## src/rtl/bram_ring_feeder.sv

```systemverilog
// Put/get message bridge to a dual-port BRAM that holds a TX ring, an RX ring and four pointer words.
// Owns one BRAM port: writes messages and pointers, and polls the pointers the CPU writes.
module bram_ring_feeder #(
    parameter int DATA_W    = 32,
    parameter int ADDR_W    = 14,
    parameter int RING_LOG2 = 8,
    parameter int TX_BASE   = 16,
    parameter int RX_BASE   = 272,
    parameter int POLL_GAP  = 15
) (
    input  logic                CLK,
    input  logic                RST_N,
    input  logic [DATA_W-1:0]   msg_put,
    input  logic                EN_msg_put,
    output logic                RDY_msg_put,
    input  logic                EN_msg_get,
    output logic [DATA_W-1:0]   msg_get,
    output logic                RDY_msg_get,
    output logic                bram_clk,
    output logic                bram_rst,
    output logic                bram_en,
    output logic [DATA_W/8-1:0] bram_wen,
    output logic [31:0]         bram_addr,
    output logic [DATA_W-1:0]   bram_dout,
    input  logic [DATA_W-1:0]   bram_din
);
    localparam int BSH = $clog2(DATA_W / 8);
    localparam int PCW = (POLL_GAP < 2) ? 1 : $clog2(POLL_GAP + 1);
    localparam logic [ADDR_W-1:0] TX_HEAD_W = ADDR_W'(0);
    localparam logic [ADDR_W-1:0] TX_TAIL_W = ADDR_W'(1);
    localparam logic [ADDR_W-1:0] RX_HEAD_W = ADDR_W'(2);
    localparam logic [ADDR_W-1:0] RX_TAIL_W = ADDR_W'(3);
    localparam logic [ADDR_W-1:0] TX_BASE_A = ADDR_W'(TX_BASE);
    localparam logic [ADDR_W-1:0] RX_BASE_A = ADDR_W'(RX_BASE);

    typedef enum logic [3:0] {
        INIT0 = 4'd0, INIT1 = 4'd1, INIT2 = 4'd2, INIT3 = 4'd3,
        IDLE, TX_DATA, TX_PTR, RD_TXTAIL, WAIT_TXTAIL,
        RD_RXHEAD, WAIT_RXHEAD, RX_DATA, WAIT_RXDATA, RX_PTR
    } stateT;

    stateT                 state;
    logic [RING_LOG2-1:0]  txHead, txTailCache, rxTail;
    logic [RING_LOG2-1:0]  txHeadInc, rxTailInc, rxHeadSeen;
    logic [PCW-1:0]        pollCnt;
    logic                  inValid, outValid, initDone, txFull;
    logic [DATA_W-1:0]     inData, outData;
    logic [ADDR_W-1:0]     wordAddr;

    // Pointers live zero-extended in full BRAM words.
    function automatic logic [DATA_W-1:0] ptrWord(input logic [RING_LOG2-1:0] p);
        return DATA_W'(p);
    endfunction

    // Slot index never exceeds the ring depth, so base+index stays inside its own ring.
    function automatic logic [ADDR_W-1:0] slotAddr(input logic [ADDR_W-1:0] base,
                                                   input logic [RING_LOG2-1:0] idx);
        return base + ADDR_W'(idx);
    endfunction

    assign txHeadInc   = txHead + RING_LOG2'(1);
    assign rxTailInc   = rxTail + RING_LOG2'(1);
    assign rxHeadSeen  = bram_din[RING_LOG2-1:0];
    assign txFull      = (txHeadInc == txTailCache);

    assign bram_clk    = CLK;
    assign bram_rst    = ~RST_N;
    assign bram_addr   = 32'(wordAddr) << BSH;
    assign RDY_msg_put = initDone & ~inValid;
    assign RDY_msg_get = outValid;
    assign msg_get     = outData;

    // Port outputs are registered on entry to the state that owns the BRAM access.
    always_ff @(posedge CLK or negedge RST_N) begin
        if (!RST_N) begin
            state       <= INIT0;
            txHead      <= '0;
            txTailCache <= '0;
            rxTail      <= '0;
            pollCnt     <= '0;
            inValid     <= 1'b0;
            outValid    <= 1'b0;
            initDone    <= 1'b0;
            inData      <= '0;
            outData     <= '0;
            wordAddr    <= '0;
            bram_en     <= 1'b0;
            bram_wen    <= '0;
            bram_dout   <= '0;
        end else begin
            if (EN_msg_put) begin
                inData  <= msg_put;
                inValid <= 1'b1;
            end
            if (EN_msg_get)
                outValid <= 1'b0;
            bram_en  <= 1'b0;
            bram_wen <= '0;
            case (state)
                INIT0, INIT1, INIT2, INIT3: begin
                    bram_en   <= 1'b1;
                    bram_wen  <= '1;
                    bram_dout <= '0;
                    wordAddr  <= ADDR_W'(state);
                    state     <= (state == INIT3) ? IDLE : stateT'(state + 4'd1);
                end
                IDLE: begin
                    initDone <= 1'b1;
                    if (pollCnt != '0)
                        pollCnt <= pollCnt - 1'b1;
                    if (inValid && !txFull) begin
                        bram_en   <= 1'b1;
                        bram_wen  <= '1;
                        bram_dout <= inData;
                        wordAddr  <= slotAddr(TX_BASE_A, txHead);
                        state     <= TX_DATA;
                    end else if (inValid) begin
                        bram_en  <= 1'b1;
                        wordAddr <= TX_TAIL_W;
                        state    <= RD_TXTAIL;
                    end else if (!outValid && pollCnt == '0) begin
                        bram_en  <= 1'b1;
                        wordAddr <= RX_HEAD_W;
                        state    <= RD_RXHEAD;
                    end
                end
                // Data slot is written one cycle before the head pointer that publishes it.
                TX_DATA: begin
                    bram_en   <= 1'b1;
                    bram_wen  <= '1;
                    bram_dout <= ptrWord(txHeadInc);
                    wordAddr  <= TX_HEAD_W;
                    state     <= TX_PTR;
                end
                TX_PTR: begin
                    txHead  <= txHeadInc;
                    inValid <= 1'b0;
                    state   <= IDLE;
                end
                RD_TXTAIL:   state <= WAIT_TXTAIL;
                WAIT_TXTAIL: begin
                    txTailCache <= bram_din[RING_LOG2-1:0];
                    state       <= IDLE;
                end
                RD_RXHEAD:   state <= WAIT_RXHEAD;
                WAIT_RXHEAD: begin
                    if (rxHeadSeen != rxTail) begin
                        bram_en  <= 1'b1;
                        wordAddr <= slotAddr(RX_BASE_A, rxTail);
                        state    <= RX_DATA;
                    end else begin
                        pollCnt <= PCW'(POLL_GAP);
                        state   <= IDLE;
                    end
                end
                RX_DATA:     state <= WAIT_RXDATA;
                WAIT_RXDATA: begin
                    outData   <= bram_din;
                    outValid  <= 1'b1;
                    bram_en   <= 1'b1;
                    bram_wen  <= '1;
                    bram_dout <= ptrWord(rxTailInc);
                    wordAddr  <= RX_TAIL_W;
                    state     <= RX_PTR;
                end
                // Poll counter left at zero so queued RX messages drain back-to-back.
                RX_PTR: begin
                    rxTail <= rxTailInc;
                    state  <= IDLE;
                end
                default: state <= INIT0;
            endcase
        end
    end
endmodule

```

## config.mk

```make
export PLATFORM = sky130hd
export DESIGN_NAME = bram_ring_feeder
export DESIGN_NICKNAME = d
export VERILOG_FILES = /design/src/rtl/bram_ring_feeder.sv
export SDC_FILE = /design/constraint.sdc
export NUM_CORES = 1
export LEC_CHECK = 0
export CAP_MARGIN = 30
export CORE_MARGIN = 5
export CORE_UTILIZATION = 40
export DETAILED_ROUTE_END_ITERATION = 7
export PLACE_DENSITY = 0.68
export SKIP_CTS_REPAIR_TIMING = 1
export SYNTH_ARGS = -nofsm -noshare
export SYNTH_HDL_FRONTEND = slang
export SYNTH_SLANG_ARGS = --single-unit
export TNS_END_PERCENT = 1
```

## constraint.sdc

```tcl
create_clock -name CLK -period 6.2 [get_ports CLK]
set_input_delay 1.24 -clock CLK [delete_from_list [all_inputs] [get_ports CLK]]
set_output_delay 1.24 -clock CLK [all_outputs]
set_load 0.05 [all_outputs]
```

==> results of run 1 <==
-- placed cells by master (no fill, tap or decap), types with 4 or more instances in the layout --
cell type	count
a21oi_1	14
a221o_1	4
a22o_1	25
and3_1	4
bufinv_16	7
clkbuf_16	20
clkdlybuf4s50_1	149
conb_1	22
dfrtp_1	143
ha_1	10
inv_1	12
mux2_2	80
nand2_1	37
nand2b_1	4
nand3_1	14
nand4_1	7
nor2_1	31
nor2b_1	6
nor3_1	4
o21ai_0	18
xnor2_1	32
xor2_1	15
-- metal layers --
| layer | wire [µm] | up-vias | share of wire | global-route usage |
|---|---|---|---|---|
| met5 | 0 | - | 0 | 0 |
| met4 | 399 | 0 | 0.024 | 0.0829 |
| met3 | 1180 | 29 | 0.072 | 0.0491 |
| met2 | 7890 | 201 | 0.48 | 0.274 |
| met1 | 7030 | 2399 | 0.43 | 0.220 |
| li1 | - | 2221 | - | - |
-- worst reg2reg max path, stage by stage, from the launching register on --
cell and delay, ns:
dfrtp_1 0.55, ha_1 0.35, and4_1 0.36, o32ai_1 0.11
a311o_1 0.29, or4_4 0.57, nor2_4 0.19, a21o_4 0.40
mux2_2 0.39
-- how the worst min path moves through the flow --
stage | cells after the start | endpoint | slack (ns)
2_1_floorplan | 1 | initDone$_DFFE_PN0P_ | 0.43
3_3_place_gp | 1 | initDone$_DFFE_PN0P_ | 0.45
3_5_place_dp | 1 | initDone$_DFFE_PN0P_ | 0.45
4_1_cts | 1 | initDone$_DFFE_PN0P_ | 0.46
5_1_grt | 1 | pollCnt[0]$_DFFE_PN0P_ | 0.49
6_report | 1 | initDone$_DFFE_PN0P_ | 0.46
-- cells by family (layout without fill, tap and decap cells) --
logic type,Yosys count,count (layout),synth area share
DFF,143,143,0.533
and+or+nand+nor,122,122,0.0886
AOI/OAI and AO/OA,91,91,0.101
muxes,81,81,0.136
buffers and inverters,73,202,0.0599
xor gates and xnor gates,47,47,0.0613
adders and majority gates,11,11,0.0201
other,1,22,0.000559
-- metrics by stage --
step | total power [mW] | instance area (µm²) | utilization | std cells
after floorplan | 3.31 | 6790 | - | 590
after global placement | 4.04 | 8240 | 0.499 | 902
after detailed placement | 4.09 | 8260 | 0.500 | 903
after CTS | 5.42 | 9030 | 0.547 | 938
after global routing | 5.63 | 9050 | 0.548 | 939
final | 5.38 | 9050 | 0.548 | 939
-- power groups by stage --
stage               logic [mW]  clock network (mW)  registers (mW)
floorplan                 1.03              0.0348            2.24
global placement          2.47              0.0372            1.53
detailed placement        2.51              0.0372            1.55
CTS                       2.52                1.36            1.54
global route              2.65                1.40            1.59
finish                    2.50                1.33            1.54
-- state kept, by name (all words and copies together), names as in the netlist --
signal and cells:
pollCnt 4, wordAddr 10, txHead 8, inValid 1, RDY_msg_get 1, rxTail 8, msg_get 32, bram_en 1
bram_wen 1, initDone 1, bram_dout 32, txTailCache 8, state 4, inData 32
-- cell type report --
class / count / area [µm²] / share of cell area
clock buffer: 22 / 524 / 0.0579
multi-input combinational: 374 / 2810 / 0.311
timing repair buffer: 154 / 1560 / 0.172
clock inverter: 14 / 260 / 0.0287
inverter: 12 / 45.0 / 0.00498
tap: 220 / 275 / 0.0304
sequential: 143 / 3580 / 0.395
==> impl_metrics.py, run 1 <==
metrics = {
    "global_route": {
        "grt_max_degree": 79,
        "groute.usage.overall": 0.173,
        "first_global_vias": 5093,
        "gr-total-overflow": 0,
        "grt_pass1_wl_mm": 26.6,
        "antenna_found_initial": 0,
    },
    "setup_path": {
        "endpoint_kind": "output pin",
        "cpPeakStageDelay_ns": 0.69,
        "worst-path-max-fanout": 2,
        "r2r-start": "txHead[0]$_DFFE_PN0P_",
        "cpMostUsedCell": "clkbuf_16",
        "worst-path-buf-inv": 3,
        "r2r_end": "bram_dout[6]$_DFFE_PN0P_",
        "crit_type": "clk -> out",
        "crit_family": "buffers and inverters",
        "path_depth": 3,
        "critPathLaunchType": "clock port",
        "cp.arrival_ns": 4.03,
        "crit_chain": "clkbuf_16 > clkbuf_16 > clkdlybuf4s50_1",
        "cp.required_ns": 4.96,
        "r2r_cells": 8,
        "worstSetupStartpoint": "CLK",
        "cp-endpoint": "bram_clk",
        "slowest_stage": "clkdlybuf4s50_1",
        "r2r_slack_ns": 2.87,
    },
    "layout": {
        "num_antenna_cells": 0,
        "drive_above_1_share": 0.178,
        "nets": 784,
        "area_growth_pct": 34.9,
        "fillerInstances": 1360,
    },
    "floorplan": {
        "io_pins": 173,
        "start_util": 0.406,
        "fp.dieW_um": 140,
        "core_mm2": 0.0165,
        "die_y_um": 140,
        "die_area_mm2": 0.0195,
        "row_count": 47,
    },
    "route": {
        "ant_nets": 0,
        "drt_iter0_markers": 249,
        "drc": 0,
        "wl_per_cell_um": 17.6,
        "drt-total-wl_mm": 16.5,
        "drt-vias-per-instance": 5.17,
        "dr.pass1.iters": 5,
        "vias": 4850,
    },
    "yosys": {
        "synth_area_leaders": "dfrtp_1, mux2_2, xnor2_1",
        "syn_area_mm2": 0.00671,
        "synthFlopType": "dfrtp_1",
        "synthTopCellsByCount": "dfrtp_1, mux2_2, nand2_1",
        "synth.yosys.warnings": 0,
        "synth_area_per_cell_um2": 11.8,
        "syn_inst": 569,
        "synth_area_leader_cell": "dfrtp_1",
        "synth.most_common_cell": "dfrtp_1",
        "synth_edf_count": 0,
        "yosys.area.top_type_share": 0.533,
        "ys_seq_area_frac": 0.533,
        "ys_types": 57,
        "synth.ff_latch_count": 143,
        "async_flop_share": 1.00,
    },
    "placed_design": {
        "gp_congestion": 0.902,
        "dpl.hpwl_mm": 11.7,
        "numPortBuffers": 150,
        "place_worst_setup_slack_ns": 1.19,
    },
    "power_and_ir_drop": {
        "p_leak_nw": 3.84,
        "internal_power_mw": 3.09,
        "power_density_mw_per_mm2": 594,
        "swShare": 0.425,
        "ir_drop_v": 0.000307,
        "clkPwrFrac": 0.248,
        "p_switching_mw": 2.29,
        "power.share.sequential": 0.286,
        "pwr-share-comb": 0.466,
    },
    "worst_hold_path": {
        "hold_path.class": "reg -> reg",
        "min_from": "initDone$_DFFE_PN0P_",
    },
    "sta": {
        "final_hold_viol_count": 0,
        "fin_skew_ns": 0.00632,
        "worst_pin_slew_ns": 0.853,
        "rsz0062_at_grt": "false",
        "fin_hold_ws_ns": 0.456,
        "slew_violations": 0,
        "max-slew-margin-rel": 0.430,
        "worst_slack_ns": 0.926,
        "final-setup-viol-count": 0,
        "fin_tns_setup_ns": 0,
    },
    "clocking": {
        "cts_tree": "built",
        "clock_latency_ns": 0.53,
        "path_clk_slew_ns": 0.06,
    },
    "run_status": {
        "outcome": "complete, no violations",
    },
    "job": {
        "max_cap_violations": 0,
    },
}
(Power assumes the default switching activity.)
==> run 2: changes to the inputs <==
--- a/config.mk
+++ b/config.mk
@@ -7,5 +7,4 @@
 export LEC_CHECK = 0
 export CAP_MARGIN = 30
-export CORE_MARGIN = 5
 export CORE_UTILIZATION = 40
 export DETAILED_ROUTE_END_ITERATION = 7
==> constraint.sdc (replaced) <==
create_clock -name CLK -period 6.3 [get_ports CLK]
set_input_delay 1.26 -clock CLK [delete_from_list [all_inputs] [get_ports CLK]]
set_output_delay 1.26 -clock CLK [all_outputs]
set_load 0.02 [all_outputs]
==> run 2 against run 1 <==
First-iteration DRC count increased by 6.0%; global-route usage increased by 3.2 points; power decreased by 15%; worst hold slack improved by 0.011 ns; via count increased by 0.74%; sequential share of layout area increased by 0.51 points; routed wire length about the same; critical path type unchanged; critical endpoint unchanged; largest power group unchanged; highest routed layer unchanged.
==> impl_metrics.py, run 2 (synthesized netlist as in run 1, its figures left out) <==
metrics = {
    "route": {
        "drc": 0,
        "drt_iter0_markers": 264,
        "drt-total-wl_mm": 16.5,
        "drt-vias-per-instance": 5.23,
        "vias": 4886,
        "dr.pass1.iters": 8,
        "wl_per_cell_um": 17.7,
        "ant_nets": 0,
    },
    "floorplan": {
        "fp.dieW_um": 132,
        "start_util": 0.416,
        "core_mm2": 0.0161,
        "die_y_um": 132,
        "row_count": 46,
        "die_area_mm2": 0.0173,
        "io_pins": 173,
    },
    "placed_design": {
        "dpl.hpwl_mm": 11.5,
        "dpl.cell_count": 899,
        "post_dp_cell_area_mm2": 0.00825,
        "numPortBuffers": 150,
        "gp_congestion": 0.872,
    },
    "setup_path": {
        "cp.arrival_ns": 3.92,
        "crit_type": "clk -> out",
        "cpMostUsedCell": "clkbuf_16",
        "slowest_stage": "clkdlybuf4s50_1",
        "endpoint_kind": "output pin",
        "cpPeakStageDelay_ns": 0.52,
        "worst-path-max-fanout": 2,
        "critPathLaunchType": "clock port",
        "crit_chain": "clkbuf_16 > clkbuf_16 > clkdlybuf4s50_1",
        "cp.required_ns": 5.04,
    },
    "layout": {
        "nets": 783,
        "drive_above_1_share": 0.177,
        "final_common_cell": "clkdlybuf4s50_1",
        "fin_cells": 934,
        "area_growth_pct": 33.2,
        "design_area_mm2": 0.00894,
        "multi_input_area_mm2": 0.00281,
        "num_antenna_cells": 0,
        "fillerInstances": 1354,
        "final_cell_mix": "clkdlybuf4s50_1, dfrtp_1, mux2_2, nand2_1, xnor2_1",
        "seq_area_mm2": 0.00358,
    },
    "power_and_ir_drop": {
        "p_switching_mw": 1.69,
        "ir_drop_v": 0.000302,
        "pwr-share-comb": 0.414,
        "power_density_mw_per_mm2": 512,
        "finalPower_mw": 4.57,
        "swShare": 0.370,
        "internal_power_mw": 2.88,
        "clkPwrFrac": 0.254,
        "power.share.sequential": 0.332,
        "p_leak_nw": 3.80,
    },
    "run_status": {
        "outcome": "complete, no violations",
    },
    "global_route": {
        "antenna_found_initial": 0,
        "grt_max_degree": 78,
        "gr-total-overflow": 0,
        "grt_pass1_wl_mm": 27.4,
        "groute.usage.overall": 0.205,
        "first_global_vias": 5179,
    },
    "sta": {
        "fin_tns_setup_ns": 0,
        "fin_skew_ns": 0.0198,
        "fin_hold_ws_ns": 0.467,
        "final-setup-viol-count": 0,
        "max-slew-margin-rel": 0.421,
        "slew_violations": 0,
        "worst_pin_slew_ns": 0.868,
        "rsz0062_at_grt": "false",
        "final_hold_viol_count": 0,
    },
    "clocking": {
        "cts_tree": "built",
        "path_clk_slew_ns": 0.06,
        "clock_latency_ns": 0.55,
    },
    "worst_hold_path": {
        "hold_path.class": "reg -> reg",
    },
    "job": {
        "max_cap_violations": 0,
    },
}
## run 2: path summary, 6_finish.rpt
kind	startpoint	end	slack [ns]	depth (start not counted)
hold reg to reg	initDone$_DFFE_PN0P_	initDone$_DFFE_PN0P_	0.47	1
setup / recovery	CLK	bram_clk	1.12	3
max in group asynchronous	RST_N	state[1]$_DFFE_PN0P_	4.18	2
setup reg to reg	txHead[0]$_DFFE_PN0P_	bram_dout[4]$_DFFE_PN0P_	2.96	8
hold / removal	initDone$_DFFE_PN0P_	initDone$_DFFE_PN0P_	0.47	1
min in group asynchronous	RST_N	msg_get[4]$_DFFE_PN0P_	0.73	1
## run 2: critical path, delay by kind of cell
| kind | cells | cell delay [ns] |
|---|---|---|
| buf+inv | 3 | 0.77 |
## run 2: layout make-up
| class | instances | area share |
|---|---|---|
| clock inverter | 15 | 0.0206 |
| multi-input combinational | 374 | 0.315 |
| sequential | 143 | 0.400 |
| timing repair buffer | 153 | 0.172 |
| tap | 216 | 0.0302 |
| inverter | 12 | 0.00504 |
| clock buffer | 21 | 0.0571 |
## run 2: through the flow
step	setup slack (ns)	util
final	1.12	0.555
after global routing	1.11	0.555
after CTS	1.12	0.555
after detailed placement	1.38	0.512
after global placement	1.38	0.511
after floorplan	1.76	-
## run 2: layer usage
layer / part of all wire / global-route usage / routed length, µm / vias to the layer above
met3: 0.067 / 0.0617 / 1110 / 14
met4: 0.012 / 0.0846 / 206 / 0
li1: - / - / - / 2211
met2: 0.49 / 0.331 / 8130 / 185
met1: 0.43 / 0.255 / 7070 / 2476
met5: 0 / 0 / 0 / -
## run 2: power groups by stage
stage	logic, mW	registers (mW)	clock network [mW]
2_1_floorplan	0.966	1.70	0.0185
3_3_place_gp	1.86	1.51	0.0213
3_5_place_dp	1.90	1.53	0.0213
4_1_cts	1.91	1.52	1.19
5_1_grt	2.04	1.56	1.23
6_report	1.89	1.52	1.16
==> run 3: changes to the inputs <==
- clock period: 6.3 -> 4.9 ns (I/O delays scaled with it)
==> run 3 against run 2 <==
Combinational power up 29%; clock skew shrank 0.0099 ns; critical path type unchanged; routed wire length is 1.3% lower; power grew 29%; sequential power rose by 29%; non-clock buffer count is 1 higher; critical path depth is the same; final area about the same; setup slack got worse by 0.42 ns.
==> impl_metrics.py, run 3 (synthesized netlist as in run 1, its figures left out) <==
metrics = {
    "setup_path": {
        "r2r_cells": 8,
        "cp-endpoint": "bram_clk",
        "worst-path-max-fanout": 2,
        "worst-path-buf-inv": 3,
        "path_depth": 3,
        "worstSetupStartpoint": "CLK",
        "critPathLaunchType": "clock port",
        "r2r_slack_ns": 1.65,
        "crit_type": "clk -> out",
        "cpMostUsedCell": "clkbuf_16",
        "r2r_end": "bram_dout[5]$_DFFE_PN0P_",
        "slowest_stage": "clkdlybuf4s50_1",
        "crit_family": "buffers and inverters",
        "cpPeakStageDelay_ns": 0.53,
        "cp.arrival_ns": 3.22,
        "endpoint_kind": "output pin",
        "cp.required_ns": 3.92,
        "r2r-start": "txHead[0]$_DFFE_PN0P_",
        "crit_chain": "clkbuf_16 > clkbuf_16 > clkdlybuf4s50_1",
    },
    "layout": {
        "design_area_mm2": 0.00895,
        "fillerInstances": 1368,
        "final_util": 0.555,
        "area_growth_pct": 33.3,
        "final_common_cell": "clkdlybuf4s50_1",
        "drive_above_1_share": 0.176,
        "num_antenna_cells": 0,
        "nets": 784,
        "final_cell_mix": "clkdlybuf4s50_1, dfrtp_1, mux2_2, nand2_1, xnor2_1",
        "fin_cells": 933,
    },
    "placed_design": {
        "dpl.cell_count": 900,
        "dpl.hpwl_mm": 11.6,
        "gp_congestion": 0.848,
        "post_dp_cell_area_mm2": 0.00826,
        "place_worst_setup_slack_ns": 0.962,
        "numPortBuffers": 150,
    },
    "route": {
        "ant_nets": 0,
        "wl_per_cell_um": 17.5,
        "drc": 0,
        "drt-vias-per-instance": 5.16,
        "dr.pass1.iters": 4,
        "vias": 4810,
        "drt-total-wl_mm": 16.3,
        "drt_iter0_markers": 181,
    },
    "power_and_ir_drop": {
        "power.share.sequential": 0.332,
        "p_switching_mw": 2.16,
        "internal_power_mw": 3.74,
        "clkPwrFrac": 0.255,
        "finalPower_mw": 5.90,
        "pwr-share-comb": 0.413,
        "swShare": 0.366,
        "ir_drop_v": 0.000394,
        "p_leak_nw": 3.79,
        "power_density_mw_per_mm2": 660,
    },
    "global_route": {
        "grt_pass1_wl_mm": 26.9,
        "antenna_found_initial": 0,
        "first_global_vias": 5099,
        "grt_max_degree": 74,
        "gr-total-overflow": 0,
        "groute.usage.overall": 0.201,
    },
    "sta": {
        "worst_slack_ns": 0.697,
        "max-slew-margin-rel": 0.370,
        "final_hold_viol_count": 0,
        "rsz0062_at_grt": "false",
        "worst_pin_slew_ns": 0.943,
        "fin_skew_ns": 0.00986,
        "fin_hold_ws_ns": 0.459,
        "slew_violations": 0,
        "fin_tns_setup_ns": 0,
        "final-setup-viol-count": 0,
    },
    "run_status": {
        "outcome": "complete, no violations",
    },
    "clocking": {
        "cts_tree": "built",
        "path_clk_slew_ns": 0.06,
        "clock_latency_ns": 0.53,
    },
    "floorplan": {
        "core_mm2": 0.0161,
        "fp.dieW_um": 132,
        "start_util": 0.416,
        "row_count": 46,
        "die_area_mm2": 0.0173,
        "io_pins": 173,
        "die_y_um": 132,
    },
    "worst_hold_path": {
        "hold_path.class": "in -> async",
    },
    "job": {
        "max_cap_violations": 0,
    },
}
-- run 3: layout make-up --
cell class | count | area [µm²] | share of cell area
clock buffers | 21 | 510 | 0.0571
clock inverters | 13 | 188 | 0.0210
inverters | 12 | 45.0 | 0.00503
multi-input cells | 374 | 2810 | 0.315
flip-flops and latches | 143 | 3580 | 0.400
well taps | 216 | 270 | 0.0302
repair buffers | 154 | 1540 | 0.172
-- run 3: worst min-delay path by stage --
| stage | from | to | depth (start not counted) |
|---|---|---|---|
| finish | RST_N | txTailCache[5]$_DFFE_PN0N_ | 1 |
| CTS | initDone$_DFFE_PN0P_ | initDone$_DFFE_PN0P_ | 1 |
| detailed placement | initDone$_DFFE_PN0P_ | initDone$_DFFE_PN0P_ | 1 |
| floorplan | initDone$_DFFE_PN0P_ | initDone$_DFFE_PN0P_ | 1 |
| global route | pollCnt[0]$_DFFE_PN0P_ | pollCnt[0]$_DFFE_PN0P_ | 1 |
| global placement | initDone$_DFFE_PN0P_ | initDone$_DFFE_PN0P_ | 1 |
-- run 3: worst register-to-register path: stages, from the launching register on --
cell and delay (ns):
dfrtp_1 0.50, ha_1 0.37, and4_1 0.35, o32ai_1 0.12
a311o_1 0.28, or4_4 0.56, nor2_4 0.19, a21o_4 0.39
mux2_2 0.40
-- run 3: metal layers --
layer / vias up / GRT usage / wire length (µm)
met5: - / 0 / 0
met4: 0 / 0.0807 / 227
met3: 15 / 0.0710 / 1090
met2: 182 / 0.327 / 8000
met1: 2388 / 0.243 / 6980
li1: 2225 / - / -
-- run 3: power groups by stage --
stage / clock network, mW / logic (mW) / registers [mW]
3_5_place_dp: 0.0274 / 2.45 / 1.97
5_1_grt: 1.59 / 2.63 / 2.02
3_3_place_gp: 0.0274 / 2.40 / 1.95
6_report: 1.50 / 2.44 / 1.96
4_1_cts: 1.54 / 2.46 / 1.96
2_1_floorplan: 0.0238 / 1.24 / 2.18
